File: config.mk
export PLATFORM = sky130hd
export DESIGN_NAME = tff_pattern_sequencer
export DESIGN_NICKNAME = d
export VERILOG_FILES = /design/src/rtl/tff_seq_pkg.sv /design/src/rtl/tff_pattern_sequencer.sv
export SDC_FILE = /design/constraint.sdc
export NUM_CORES = 1
export LEC_CHECK = 0
export CELL_PAD_IN_SITES_DETAIL_PLACEMENT = 1
export CELL_PAD_IN_SITES_GLOBAL_PLACEMENT = 2
export CORE_ASPECT_RATIO = 0.7
export CORE_UTILIZATION = 31
export CTS_BUF_LIST = sky130_fd_sc_hd__clkbuf_16
export CTS_CLUSTER_SIZE = 30
export DETAILED_ROUTE_END_ITERATION = 6
export GPL_TIMING_DRIVEN = 0
export PLACE_DENSITY_LB_ADDON = 0.1
export SYNTH_ARGS = -nofsm -noshare
export SYNTH_HDL_FRONTEND = slang
export SYNTH_SLANG_ARGS = --single-unit
File: constraint.sdc
create_clock -name clk -period 2.6 [get_ports clk]
set_input_delay 0.52 -clock clk [delete_from_list [all_inputs] [get_ports clk]]
set_output_delay 0.52 -clock clk [all_outputs]
set_load 0.02 [all_outputs]
File: src/rtl/tff_seq_pkg.sv
// Shared types and defaults for the toggle-FSM pattern sequencer.
package tff_seq_pkg;

   localparam int PAT_W_DEF = 8;
   localparam int CNT_W_DEF = 4;

   typedef enum logic [2:0] {
      IDLE   = 3'd0,
      INIT   = 3'd1,
      SHIFT  = 3'd2,
      SETTLE = 3'd3,
      DONE   = 3'd4
   } state_e;

endpackage

File: src/rtl/tff_pattern_sequencer.sv
// Clears a toggle FSM, shifts a programmed pattern into its x input LSB first,
// then compares its z output against the parity of the applied ones.
//
// state  | meaning
// IDLE   | waiting for start; captures pattern and clamped length on accept
// INIT   | one-cycle clear pulse to the toggle FSM, result fields cleared
// SHIFT  | one pattern bit per cycle on x_out, ones counted
// SETTLE | z_in now reflects every applied toggle; result registered
// DONE   | one-cycle completion pulse
module tff_pattern_sequencer
   import tff_seq_pkg::*;
#(
   parameter int PAT_W = PAT_W_DEF,
   parameter int CNT_W = CNT_W_DEF
) (
   input  logic             clk,
   input  logic             reset,
   input  logic             start,
   input  logic [PAT_W-1:0] pattern,
   input  logic [CNT_W-1:0] len,
   input  logic             z_in,
   output logic             x_out,
   output logic             fsm_rst,
   output logic             busy,
   output logic             done,
   output logic [CNT_W-1:0] ones_cnt,
   output logic             z_final,
   output logic             mismatch
);

   localparam logic [CNT_W-1:0] LEN_MAX = CNT_W'(PAT_W);

   state_e           state;
   state_e           state_nxt;
   logic [PAT_W-1:0] shreg;
   logic [CNT_W-1:0] remaining;

   always_ff @(posedge clk) begin
      if (reset) begin
         state <= IDLE;
      end else begin
         state <= state_nxt;
      end
   end

   always_comb begin
      state_nxt = state;
      case (state)
         IDLE:    if (start) state_nxt = INIT;
         INIT:    state_nxt = (remaining != '0) ? SHIFT : SETTLE;
         SHIFT:   if (remaining == CNT_W'(1)) state_nxt = SETTLE;
         SETTLE:  state_nxt = DONE;
         DONE:    state_nxt = IDLE;
         default: state_nxt = IDLE;
      endcase
   end

   always_ff @(posedge clk) begin
      if (reset) begin
         shreg     <= '0;
         remaining <= '0;
         ones_cnt  <= '0;
         z_final   <= 1'b0;
         mismatch  <= 1'b0;
      end else begin
         case (state)
            IDLE: begin
               if (start) begin
                  shreg     <= pattern;
                  remaining <= (len > LEN_MAX) ? LEN_MAX : len;
               end
            end
            INIT: begin
               ones_cnt <= '0;
               z_final  <= 1'b0;
               mismatch <= 1'b0;
            end
            SHIFT: begin
               shreg     <= shreg >> 1;
               remaining <= remaining - CNT_W'(1);
               if (shreg[0]) ones_cnt <= ones_cnt + CNT_W'(1);
            end
            SETTLE: begin
               z_final  <= z_in;
               mismatch <= z_in ^ ones_cnt[0];
            end
            default: ;
         endcase
      end
   end

   // Pure state decode keeps every control output free of input-to-output paths.
   always_comb begin
      x_out   = 1'b0;
      fsm_rst = 1'b0;
      busy    = 1'b0;
      done    = 1'b0;
      case (state)
         INIT: begin
            fsm_rst = 1'b1;
            busy    = 1'b1;
         end
         SHIFT: begin
            x_out = shreg[0];
            busy  = 1'b1;
         end
         SETTLE:  busy = 1'b1;
         DONE:    done = 1'b1;
         default: ;
      endcase
   end

endmodule

# Yosys cells after proc, flatten, opt, wreduce, memory -nomap -nowiden

Index checks and enable logic that the tools add are counted.

$add $sub $neg: 2
Multiply operators: 0
Div/mod/pow operators: 0
$lt $le $gt $ge: 1
Equal/unequal tests: 8
Shift operators: 0
Multiplexer cells: 17
Bitwise operators: 1
Reduce and logical (&&, ||, !) cells: 9

Operators by type and width:

| kind                                                  | count |
|---|---|
| one-hot mux 4 bit (2 select lines)                    | 2 |
| one-hot mux 8 bit (2 select lines)                    | 1 |
| 2-to-1 mux 4 bit                                      | 3 |
| one-hot mux 3 bit (4 select lines)                    | 1 |
| 2-to-1 mux 8 bit                                      | 1 |
| == test 3 x 2 -> 1 bit (second input constant)        | 2 |
| 2-to-1 mux 3 bit                                      | 2 |
| != test 2 bit (second input constant)                 | 3 |
| AND reduction 2 bit                                   | 3 |
| nonzero test 2 bit                                    | 3 |
| 2-to-1 mux 1 bit                                      | 5 |
| adder 4 x 1 -> 4 bit (second input constant)          | 1 |
| == test 4 x 1 -> 1 bit (second input constant)        | 1 |
| greater-than comparator 4 bit (second input constant) | 1 |
| one-hot mux 1 bit (2 select lines)                    | 2 |
| nonzero test 4 bit                                    | 1 |
| subtractor 4 x 1 -> 4 bit (second input constant)     | 1 |
| == test 3 x 1 -> 1 bit (second input constant)        | 1 |
| == test 3 bit (second input constant)                 | 1 |
| zero test 3 bit                                       | 1 |
| OR reduction 3 bit                                    | 1 |
| XOR 1 bit                                             | 1 |

Flip-flop bits (word level): 21
Latch bits: 0
Bits in writable memories: 0
Bits in read-only memories: 0
Bits of input ports: 16
Output and inout port bits: 10
Memories kept: 0

# Logic depth before layout (Yosys ltp)

Gate-level depths: netlist of the first run.

Depth in word-level cells: 4
Mapped depth: 5
Depth with buffers taken out: 5

# Worst setup path before layout of the first run

Ideal clock, no wire load.

Path type: register to output
Start: reg state[1]
End: out busy
Arrival: 1.193 ns
Path slack: 0.887 ns
Cell stages (with the launch flop): 5
Path through: dfxtp_1 -> clkbuf_1 -> buf_2 -> nor2_1 -> nor2_1

Word-level cells in the longest chain between the ends: 3
Elaborated cells on any way between the ends: 5
Classes of those cells: 3 x eq/ne; 1 x mux; 1 x reduce/logical

RTL lines:

| item                                                             | line                        | text |
|---|---|---|
| from (decl)                                                      | tff_pattern_sequencer.sv:33 | `state_e state;` |
| from (signal assigned)                                           | tff_pattern_sequencer.sv:42 | `state <= state_nxt;` |
| == test 3 x 2 -> 1 bit or == test 3 x 1 -> 1 bit (tied branches) | tff_pattern_sequencer.sv:98 | `case (state)` |
| OR reduction 3 bit (no source line) (*)                          | -                           |  |
| 2-to-1 mux 1 bit (*)                                             | tff_pattern_sequencer.sv:98 |  |
| to (decl)                                                        | tff_pattern_sequencer.sv:24 | `output logic busy,` |

Every way passes the cells marked *; elsewhere a longest branch is shown, timed or not.

# Final worst setup path of the first run

Start: reg state[0]
End: out fsm_rst

Word-level cells in the longest chain between the ends: 2

RTL lines:

| item                   | line                        | text |
|---|---|---|
| == test 3 x 1 -> 1 bit | tff_pattern_sequencer.sv:98 |  |
| 2-to-1 mux 1 bit       | tff_pattern_sequencer.sv:98 |  |
| to (decl)              | tff_pattern_sequencer.sv:23 | `output logic fsm_rst,` |

Every way passes these cells.

==> results of run 1 <==
[cells in the mapped netlist, types with 2 or more instances]
library cell,n
a21o_1,5
a21oi_1,13
a221oi_1,2
a22o_1,2
a31oi_1,4
and2_1,3
buf_2,4
clkbuf_1,7
dfxtp_1,21
ha_1,4
inv_1,7
mux2_2,2
nand2_1,11
nand3_1,15
nand3b_1,5
nor2_1,5
nor2b_1,3
nor3_1,4
nor3b_1,2
nor4b_1,4
nor4bb_1,2
o21ai_0,5
or3_1,2
or3b_1,2
[routing by layer]
metal  share of wire (%)  routed length, um
met1                  52               1760
met2                  44               1470
met3                 3.6                122
met4                0.80                 27
met5                   0                  0
[cell families after synthesis]
group / count (synthesis)
AO/OA/AOI/OAI: 36
XOR/XNOR: 2
AND/OR/NAND/NOR: 63
flip-flops: 21
multiplexers: 2
adder cells (fa/ha/maj): 4
buffers and inverters: 20
[state kept, by name, indices dropped and copies added, names as in the netlist]
name / flops
mismatch: 1
ones_cnt: 4
remaining: 4
shreg: 8
state: 3
z_final: 1
[power by group through the flow]
stage	combinational, mW	clock (mW)	sequential [mW]
finish	0.377	0.327	0.404
global route	0.425	0.351	0.409
CTS	0.378	0.340	0.404
detailed placement	0.376	0	0.410
global placement	0.365	0	0.406
floorplan	0.257	0	0.399
[area by class of cell]
cell class | instances | area (um^2) | share of cell area (%)
Multi-Input combinational cell | 107 | 692 | 43.5
Sequential cell | 21 | 422 | 26.5
Timing Repair Buffer | 25 | 250 | 15.7
Clock buffer | 3 | 75.1 | 4.72
Tap cell | 50 | 62.6 | 3.93
Buffer | 12 | 55.1 | 3.46
Inverter | 8 | 30.0 | 1.89
Clock inverter | 1 | 5.00 | 0.314
[worst reg2reg max path, stage by stage, from the launching register on]
cell and delay [ns]:
dfxtp_1 0.35, buf_2 0.23, or3b_1 0.42, a21boi_1 0.18, mux2_2 0.35
[path summary, 6_finish.rpt]
kind / to / depth (start not counted)
setup / recovery: fsm_rst / 4
hold / removal: mismatch / 2
setup reg to reg: ones_cnt[2] / 4
hold reg to reg: mismatch / 2
[placed cells by master (no fill, tap or decap), types with 2 or more instances in the layout]
cell type	instances
clkdlybuf4s50_1	25
dfxtp_1	20
nand3_1	15
a21oi_1	13
nand2_1	11
inv_1	7
clkbuf_1	6
nor2_1	5
nand3b_1	5
a21o_1	5
o21ai_0	5
buf_2	4
nor4b_1	4
a31oi_1	4
nor3_1	4
ha_1	4
and2_1	3
nor2b_1	3
clkbuf_16	3
or3b_1	2
nor3b_1	2
mux2_2	2
or3_1	2
nor4bb_1	2
a22o_1	2
a221oi_1	2
[stage by stage]
stage,setup WS (ns),area [um^2]
after detailed placement,0.153,1510
after global routing,0.00830,1590
after floorplan,0.887,1190
final,0.107,1590
after CTS,0.0103,1590
after global placement,0.208,1510
[repair_timing]
item / CTS / global route
pin swaps: 0 / 0
gates resized for setup: 1 / 4
endpoints found under the hold margin: 0 / 0
hold buffers: 0 / 0
setup endpoints to repair: 2 / 2
==> results.txt, run 1 <==
Critical Path Max Stage Delay - 0.61 ns
Mux contribution to synthesized area - 1.89%
First drt pass iteration count - 4
Tcrit/Tclk final - 95.9%
Share of cells above drive strength 1 - 8.47%
Num CTS Buffers - 3
Clock share of power - 29.5%
CP Cell Sequence - buf_2 -> or3b_1 -> inv_2 -> clkdlybuf4s50_1
Area share of the largest cell type after synthesis - 35.3%
Adder-Cell Fraction of Synth Area - 4.20%
FF-to-FF Start - state[0]
Initial core utilization - 33.1%
First-pass GRT wire length - 5.46 mm
Largest cells by area after synthesis - dfxtp_1 (35%), nand3_1 (6.3%), a21oi_1 (5.5%)
Logic pwr share - 34.1%
Final-report hold violation count - 0
Gate Count Post-Synth - 148
Status - finished clean
PortBufs - 25
CTS clk-pin slew, worst paths - 0.06 ns
Post-synthesis sequential area ratio - 35.3%
Initial antenna violation count - 0
Clock root buffer - clkbuf_16
Diode count - 0
Period minus WS final - 2.49 ns
H-tree levels - 1
Slew margin rel. - 65.7%
Critical Path Start - state[0]
Routed vias - 1163
# rows - 18
Final Wtd Congestion - 0.759
Die height - 53.9 um
Synth Area in XOR/XNOR - 1.47%
Total chip power - 1.11 mW
Maximum root-to-sink buffer count - 2
Gr usage total - 17.6%
Synth cell types - 38
Filler cells - 440
DR iter-0 viols - 46
Worst Clk Skew - 0.00132 ns
Max-cap viol count - 0
Peak supply drop - 0.000371 V
Switch share - 33.1%
Die span in x - 76.1 um
Number of remaining DRC errors - 0
CTS tree - built
CP Data Required Time - 2.08 ns
Critical path type - reg2out
Top_reg_cell synth - dfxtp_1
CP Launch Type - flop
Post-synth EDFFs - 0
Met1 Use GR - 23.8%
Vias per cell - 5.12
CORE AREA - 3600 um^2
Area grow syn2layout - 33.5%
Unrepaired setup endpoints after global routing - no
Detailed Route WL - 3.37 mm
Ports - 26
Die area - 4100 um^2
Yosys warnings - 0
Fraction of the mapped netlist area in compound gates - 18.7%
Hold path startpoint - mismatch
Setup_tns - 0 ns
Simple-gate portion of the synthesized area - 31.8%
Met3 usage - 4.24%
Largest net degree at the start of global routing - 13
Post-DP HPWL - 2.51 mm
Layout Cells excl Fill - 227
#FFs+latches synth - 21
Largest family of logic cells by synthesized area - simple AND/OR/NAND/NOR gates
Worst-Margin Slew - 0.515 ns
Synth Net Count - 168
CP max stage cell - clkdlybuf4s50_1
Worst path bufs/invs - 3
Dpl cells - 223
Reg power frac - 36.5%
Avg Cell Area, Syn - 8.06 um^2
Family with the most delay on the worst path - buffers and inverters
DR WL/cell - 14.9 um
GRT met2 Usage - 28.8%
Final #Nets - 198
Vias in the first global route - 1137
Hold crit path type - reg2reg
Setup-failing EPs final - 0
Grt ovf - 0
Later-pin clock latency in the skew report - 0.25 ns
Crit end category - output pin
Final count of pins violating max slew - 0
Pint - 0.741 mW
Psw - 0.367 mW
Crit path max fanout - 10
Mapped Area - 1190 um^2
Final core occ - 44.2%
Num Clock Sinks - 21
WP data arrival - 1.97 ns
Async SR Flop Fraction - 0%
Top Usage Layer GRT - met2
Area leader, netlist - dfxtp_1
Hold WS - 0.462 ns
Lkg Pwr - 0.580 nW
Post-CTS Setup Bufs - 0
Antenna-violating nets left - 0
Max Freq - 0.401 GHz
PD cells - 696 nW/um^2
Reg-to-reg slack, setup - 0.96 ns
No activity file was read; power rests on OpenSTA's default activity.
==> run 2, diff against run 1 <==
Settings changed: CAP_MARGIN set to 20, RECOVER_POWER set to 100.
==> results.txt, run 2 (synthesized netlist as in run 1, its figures left out) <==
Status - finished clean
Die area - 4100 um^2 (unchanged)
H-tree levels - 1 (unchanged)
Grt ovf - 0 (unchanged)
Number of remaining DRC errors - 0 (unchanged)
Worst path bufs/invs - 3 (unchanged)
Lkg Pwr - 0.605 nW (+4.2%)
Crit path max fanout - 10 (unchanged)
Post-DP HPWL - 2.51 mm (unchanged)
Num CTS Buffers - 3 (unchanged)
Largest net degree at the start of global routing - 13 (unchanged)
Gr usage total - 17.6% (unchanged)
Final #Nets - 198 (unchanged)
Clock root buffer - clkbuf_16
Final-report hold violation count - 0 (unchanged)
Fin area - 1590 um^2 (unchanged)
Num Clock Sinks - 21 (unchanged)
First-pass GRT wire length - 5.46 mm (unchanged)
CP max stage cell - clkdlybuf4s50_1
Tcrit/Tclk final - 95.8% (about the same)
Maximum root-to-sink buffer count - 2 (unchanged)
CP Cell Sequence - buf_2 -> or3b_1 -> inv_2 -> clkdlybuf4s50_1
Commonest non-fill, non-tap cell in the layout - dfxtp_1
Final Wtd Congestion - 0.759 (unchanged)
DR WL/cell - 14.8 um (-0.30%)
Diode count - 0 (unchanged)
Area grow syn2layout - 33.5% (unchanged)
Die span in x - 76.1 um (unchanged)
Worst-Margin Slew - 0.515 ns (+0.00000203 ns)
PortBufs - 25 (unchanged)
Setup-failing EPs final - 0 (unchanged)
Setup_tns - 0 ns (unchanged)
Top reg by flops - shreg
CP Launch Type - flop
Most frequent cells in the layout - dfxtp_1 (20), clkdlybuf4s50_1 (16), nand3_1 (15)
Total chip power - 1.11 mW (-0.12%)
CTS clk-pin slew, worst paths - 0.06 ns (about the same)
CP Data Required Time - 2.08 ns (about the same)
Die height - 53.9 um (unchanged)
Ports - 26 (unchanged)
FF-to-FF Start - state[0]
CORE AREA - 3600 um^2 (unchanged)
Family with the most delay on the worst path - buffers and inverters
Hold WS - 0.459 ns (-0.00341 ns)
Post-CTS Setup Bufs - 0 (unchanged)
Vias in the first global route - 1137 (unchanged)
Hold crit path type - reg2reg
Worst Clk Skew - 0.00103 ns (-0.000286 ns)
Final core occ - 44.2% (unchanged)
Final count of pins violating max slew - 0 (unchanged)
First drt pass iteration count - 4 (unchanged)
Critical Path Max Stage Delay - 0.61 ns (about the same)
Critical Path Start - state[0]
Max Freq - 0.402 GHz (about the same)
Reg-to-reg slack, setup - 0.90 ns (-0.06 ns)
Later-pin clock latency in the skew report - 0.25 ns (about the same)
# rows - 18 (unchanged)
Critical path type - reg2out
Biggest regs - shreg (8), ones_cnt (4), remaining (4)
Crit end category - output pin
Peak supply drop - 0.000371 V (about the same)
Max reg flops - 8 (unchanged)
Initial antenna violation count - 0 (unchanged)
Detailed Route WL - 3.36 mm (-0.30%)
Routed vias - 1165 (+0.17%)
DR iter-0 viols - 44 (-4.3%)
Initial core utilization - 33.1% (unchanged)
Slew margin rel. - 65.7% (about the same)
Hold path startpoint - mismatch
Period minus WS final - 2.49 ns (-0.00235 ns)
Unrepaired setup endpoints after global routing - no
Hold bufs inserted after CTS - 0 (unchanged)
PD cells - 696 nW/um^2 (-0.12%)
Placed cell area - 1510 um^2 (unchanged)
Vias per cell - 5.13 (+0.17%)
CTS tree - built
Share of cells above drive strength 1 - 8.47% (unchanged)
WP data arrival - 1.97 ns (about the same)
Antenna-violating nets left - 0 (unchanged)
Max-cap viol count - 0 (unchanged)
-- run 2: changes by cell type in the layout (fill, tap and decap cells not counted) --
cell | before | now
clkdlybuf4s50_1 | 25 | 16
dlygate4sd3_1 | 0 | 9
a21boi_0 | 0 | 1
a21boi_1 | 1 | 0
buf_2 | 4 | 3
clkbuf_2 | 1 | 2
-- run 2: worst register-to-register path: stages (launching register included) --
cell,delay [ns]
dfxtp_1,0.35
buf_2,0.23
or3b_1,0.42
a21boi_0,0.24
mux2_2,0.36
-- run 2: timing repair --
action | 4_1_cts | 5_1_grt
gates cloned | 0 | 0
resized for setup | 1 | 4
setup endpoints to repair | 2 | 2
pin swaps | 0 | 0
-- run 2: where the power goes --
group          leakage [nW]  internal (mW)  switching, mW  total, mW
Sequential            0.172          0.366         0.0377      0.404
Clock                0.0409          0.207          0.120      0.327
Combinational         0.392          0.167          0.209      0.376
-- run 2: routing by layer --
metal,vias to the layer above,share of wire (%),GRT usage [%]
met5,-,0,0
met4,0,0.80,3.85
met3,2,3.6,4.24
met2,20,44,28.8
met1,555,52,23.8
li1,588,-,-
-- run 2: area by class of cell --
cell class,instances,area (um^2)
inverters,8,30.0
multi-input cells,107,692
clock inverters,1,5.00
flip-flops and latches,21,422
repair buffers,25,250
clock buffers,3,75.1
plain buffers,12,55.1
well taps,50,62.6
fillers,440,2010
-- run 2: per-stage QoR --
| step | worst slack, ns | cells |
|---|---|---|
| after CTS | 0.0103 | 227 |
| after floorplan | 0.887 | 148 |
| after global placement | 0.208 | 223 |
| after detailed placement | 0.153 | 223 |
| final | 0.110 | 227 |
| after global routing | 0.00830 | 227 |
-- run 2: final timing paths --
path | cells after the start | to
worst max-delay path | 4 | fsm_rst
worst min-delay path | 2 | mismatch
worst max register to register | 4 | ones_cnt[2]
worst min register to register | 2 | mismatch
==> run 3, diff against run 2 <==
Settings changed: CAP_MARGIN 20 to unset, CORE_UTILIZATION 31 to 35, DONT_BUFFER_PORTS set to 1.
==> results.txt, run 3 (synthesized netlist as in run 1, its figures left out) <==
PD cells - 801 nW/um^2 (+15%)
CP Launch Type - flop
Post-CTS resize count - 0 (-1)
Final-report hold violation count - 0 (unchanged)
Num CTS Buffers - 3 (unchanged)
Worst-Margin Slew - 0.552 ns (+0.0369 ns)
Gr usage total - 18.9% (+1.4 points)
Post-CTS Setup Bufs - 0 (unchanged)
Psw - 0.360 mW (-1.9%)
Later-pin clock latency in the skew report - 0.25 ns (about the same)
Status - finished clean
First-pass GRT wire length - 5.24 mm (-3.9%)
Biggest regs - shreg (8), ones_cnt (4), remaining (4)
Die area - 3650 um^2 (-11%)
Die height - 50.8 um (-5.7%)
Initial core utilization - 37.4% (+4.3 points)
Final count of pins violating max slew - 0 (unchanged)
Logic pwr share - 30.3% (-3.6 points)
Die span in x - 71.8 um (-5.7%)
Antenna-violating nets left - 0 (unchanged)
Num Clock Sinks - 21 (unchanged)
CTS clk-pin slew, worst paths - 0.06 ns (about the same)
Fin area - 1320 um^2 (-17%)
Hold bufs inserted after CTS - 0 (unchanged)
Max Freq - 0.431 GHz (+7.3%)
Critical Path Start - state[0]
CP Data Required Time - 2.08 ns (about the same)
Diode count - 0 (unchanged)
Max reg flops - 8 (unchanged)
Crit end category - output pin
Worst Clk Skew - 0.00277 ns (+0.00173 ns)
Vias in the first global route - 1067 (-6.2%)
Share of cells above drive strength 1 - 6.58% (-1.9 points)
Maximum root-to-sink buffer count - 2 (unchanged)
Routed vias - 1070 (-8.2%)
Tcrit/Tclk final - 89.2% (-6.5 points)
First drt pass iteration count - 4 (unchanged)
Filler cells - 403 (-8.4%)
Setup_tns - 0 ns (unchanged)
Most frequent cells in the layout - dfxtp_1 (21), nand3_1 (15), a21oi_1 (13)
Clock root buffer - clkbuf_16
# rows - 17 (-1)
Initial antenna violation count - 0 (unchanged)
Commonest non-fill, non-tap cell in the layout - dfxtp_1
Hold path startpoint - pattern[7]
Vias per cell - 5.63 (+9.7%)
Number of remaining DRC errors - 0 (unchanged)
Final Wtd Congestion - 0.765 (+0.88%)
Lkg Pwr - 0.477 nW (-21%)
Period minus WS final - 2.32 ns (-0.170 ns)
Area grow syn2layout - 10.6%
Reg power frac - 38.5% (+2.0 points)
Top reg by flops - shreg
Clock share of power - 31.2% (+1.7 points)
Total chip power - 1.06 mW (-4.6%)
Ports - 26 (unchanged)
DR WL/cell - 16.7 um (+13%)
Crit path max fanout - 10 (unchanged)
Placed cell area - 1240 um^2 (-18%)
CTS tree - built
CORE AREA - 3190 um^2 (-11%)
Largest net degree at the start of global routing - 13 (unchanged)
Slew margin rel. - 63.2% (-2.5 points)
DR iter-0 viols - 82 (+86%)
Peak supply drop - 0.000331 V (-11%)
PortBufs - 0 (-100%)
Grt ovf - 0 (unchanged)
H-tree levels - 1 (unchanged)
Unrepaired setup endpoints after global routing - no
Pint - 0.696 mW (-5.9%)
WP data arrival - 1.80 ns (-0.17 ns)
FF-to-FF Start - state[0]
Post-DP HPWL - 2.36 mm (-5.7%)
Critical path type - reg2out
Final #Nets - 173 (-13%)
Switch share - 34.1% (+0.93 points)
Setup-failing EPs final - 0 (unchanged)
Detailed Route WL - 3.17 mm (-5.6%)
Max-cap viol count - 0 (unchanged)
Hold crit path type - in2reg
==> run 3: cell types whose count changed in the layout (fill, tap and decap cells not counted) <==
| cell | delta |
|---|---|
| and2_1 | -1 |
| inv_2 | -1 |
| dlygate4sd3_1 | -9 |
| clkdlybuf4s50_1 | -16 |
| and2_0 | +1 |
| dfxtp_2 | -1 |
| clkbuf_1 | +3 |
| clkbuf_4 | -1 |
| dfxtp_1 | +1 |
| inv_1 | +1 |
| clkbuf_2 | -2 |
==> run 3: power groups by stage <==
stage	clock [mW]	combinational (mW)	sequential [mW]
finish	0.329	0.320	0.406
global route	0.349	0.365	0.413
CTS	0.337	0.326	0.406
detailed placement	0	0.324	0.413
global placement	0	0.316	0.409
floorplan	0	0.257	0.399
==> run 3: worst paths after layout <==
kind	depth (start not counted)	endpoint	slack, ns
hold reg to reg	2	shreg[3]	0.47
hold / removal	2	shreg[7]	0.40
setup / recovery	4	busy	0.28
setup reg to reg	5	ones_cnt[3]	0.72
==> run 3: cell type report <==
class / count / area (um^2) / share of cell area (%)
tap: 38 / 47.5 / 3.61
clock buffer: 3 / 75.1 / 5.69
buffer: 12 / 48.8 / 3.70
clock inverter: 1 / 5.00 / 0.380
multi-input combinational: 107 / 692 / 52.5
inverter: 8 / 30.0 / 2.28
sequential: 21 / 420 / 31.9
==> run 3: metal layers <==
| layer | track usage [%] | routed length (um) | up-vias |
|---|---|---|---|
| met3 | 3.75 | 147 | 2 |
| met2 | 29.4 | 1380 | 22 |
| met4 | 2.94 | 15 | 0 |
| met5 | 0 | 0 | - |
| met1 | 27.6 | 1630 | 506 |
| li1 | - | - | 540 |
==> run 3: stage by stage <==
| stage | setup WS (ns) | hold WS, ns | instances | utilization (%) |
|---|---|---|---|---|
| 6_report | 0.280 | 0.404 | 190 | 41.3 |
| 5_1_grt | 0.116 | 0.423 | 190 | 41.3 |
| 4_1_cts | 0.266 | 0.400 | 190 | 41.4 |
| 3_5_place_dp | 0.560 | 0.463 | 186 | 38.9 |
| 3_3_place_gp | 0.595 | 0.454 | 186 | 38.9 |
| 2_1_floorplan | 0.887 | 0.446 | 148 | - |
==> run 3: critical path, stage by stage, from the launching register on <==
cell and delay, ns:
dfxtp_1 0.34, clkbuf_1 0.38, clkbuf_1 0.39, nor2_1 0.11, nor2_1 0.32
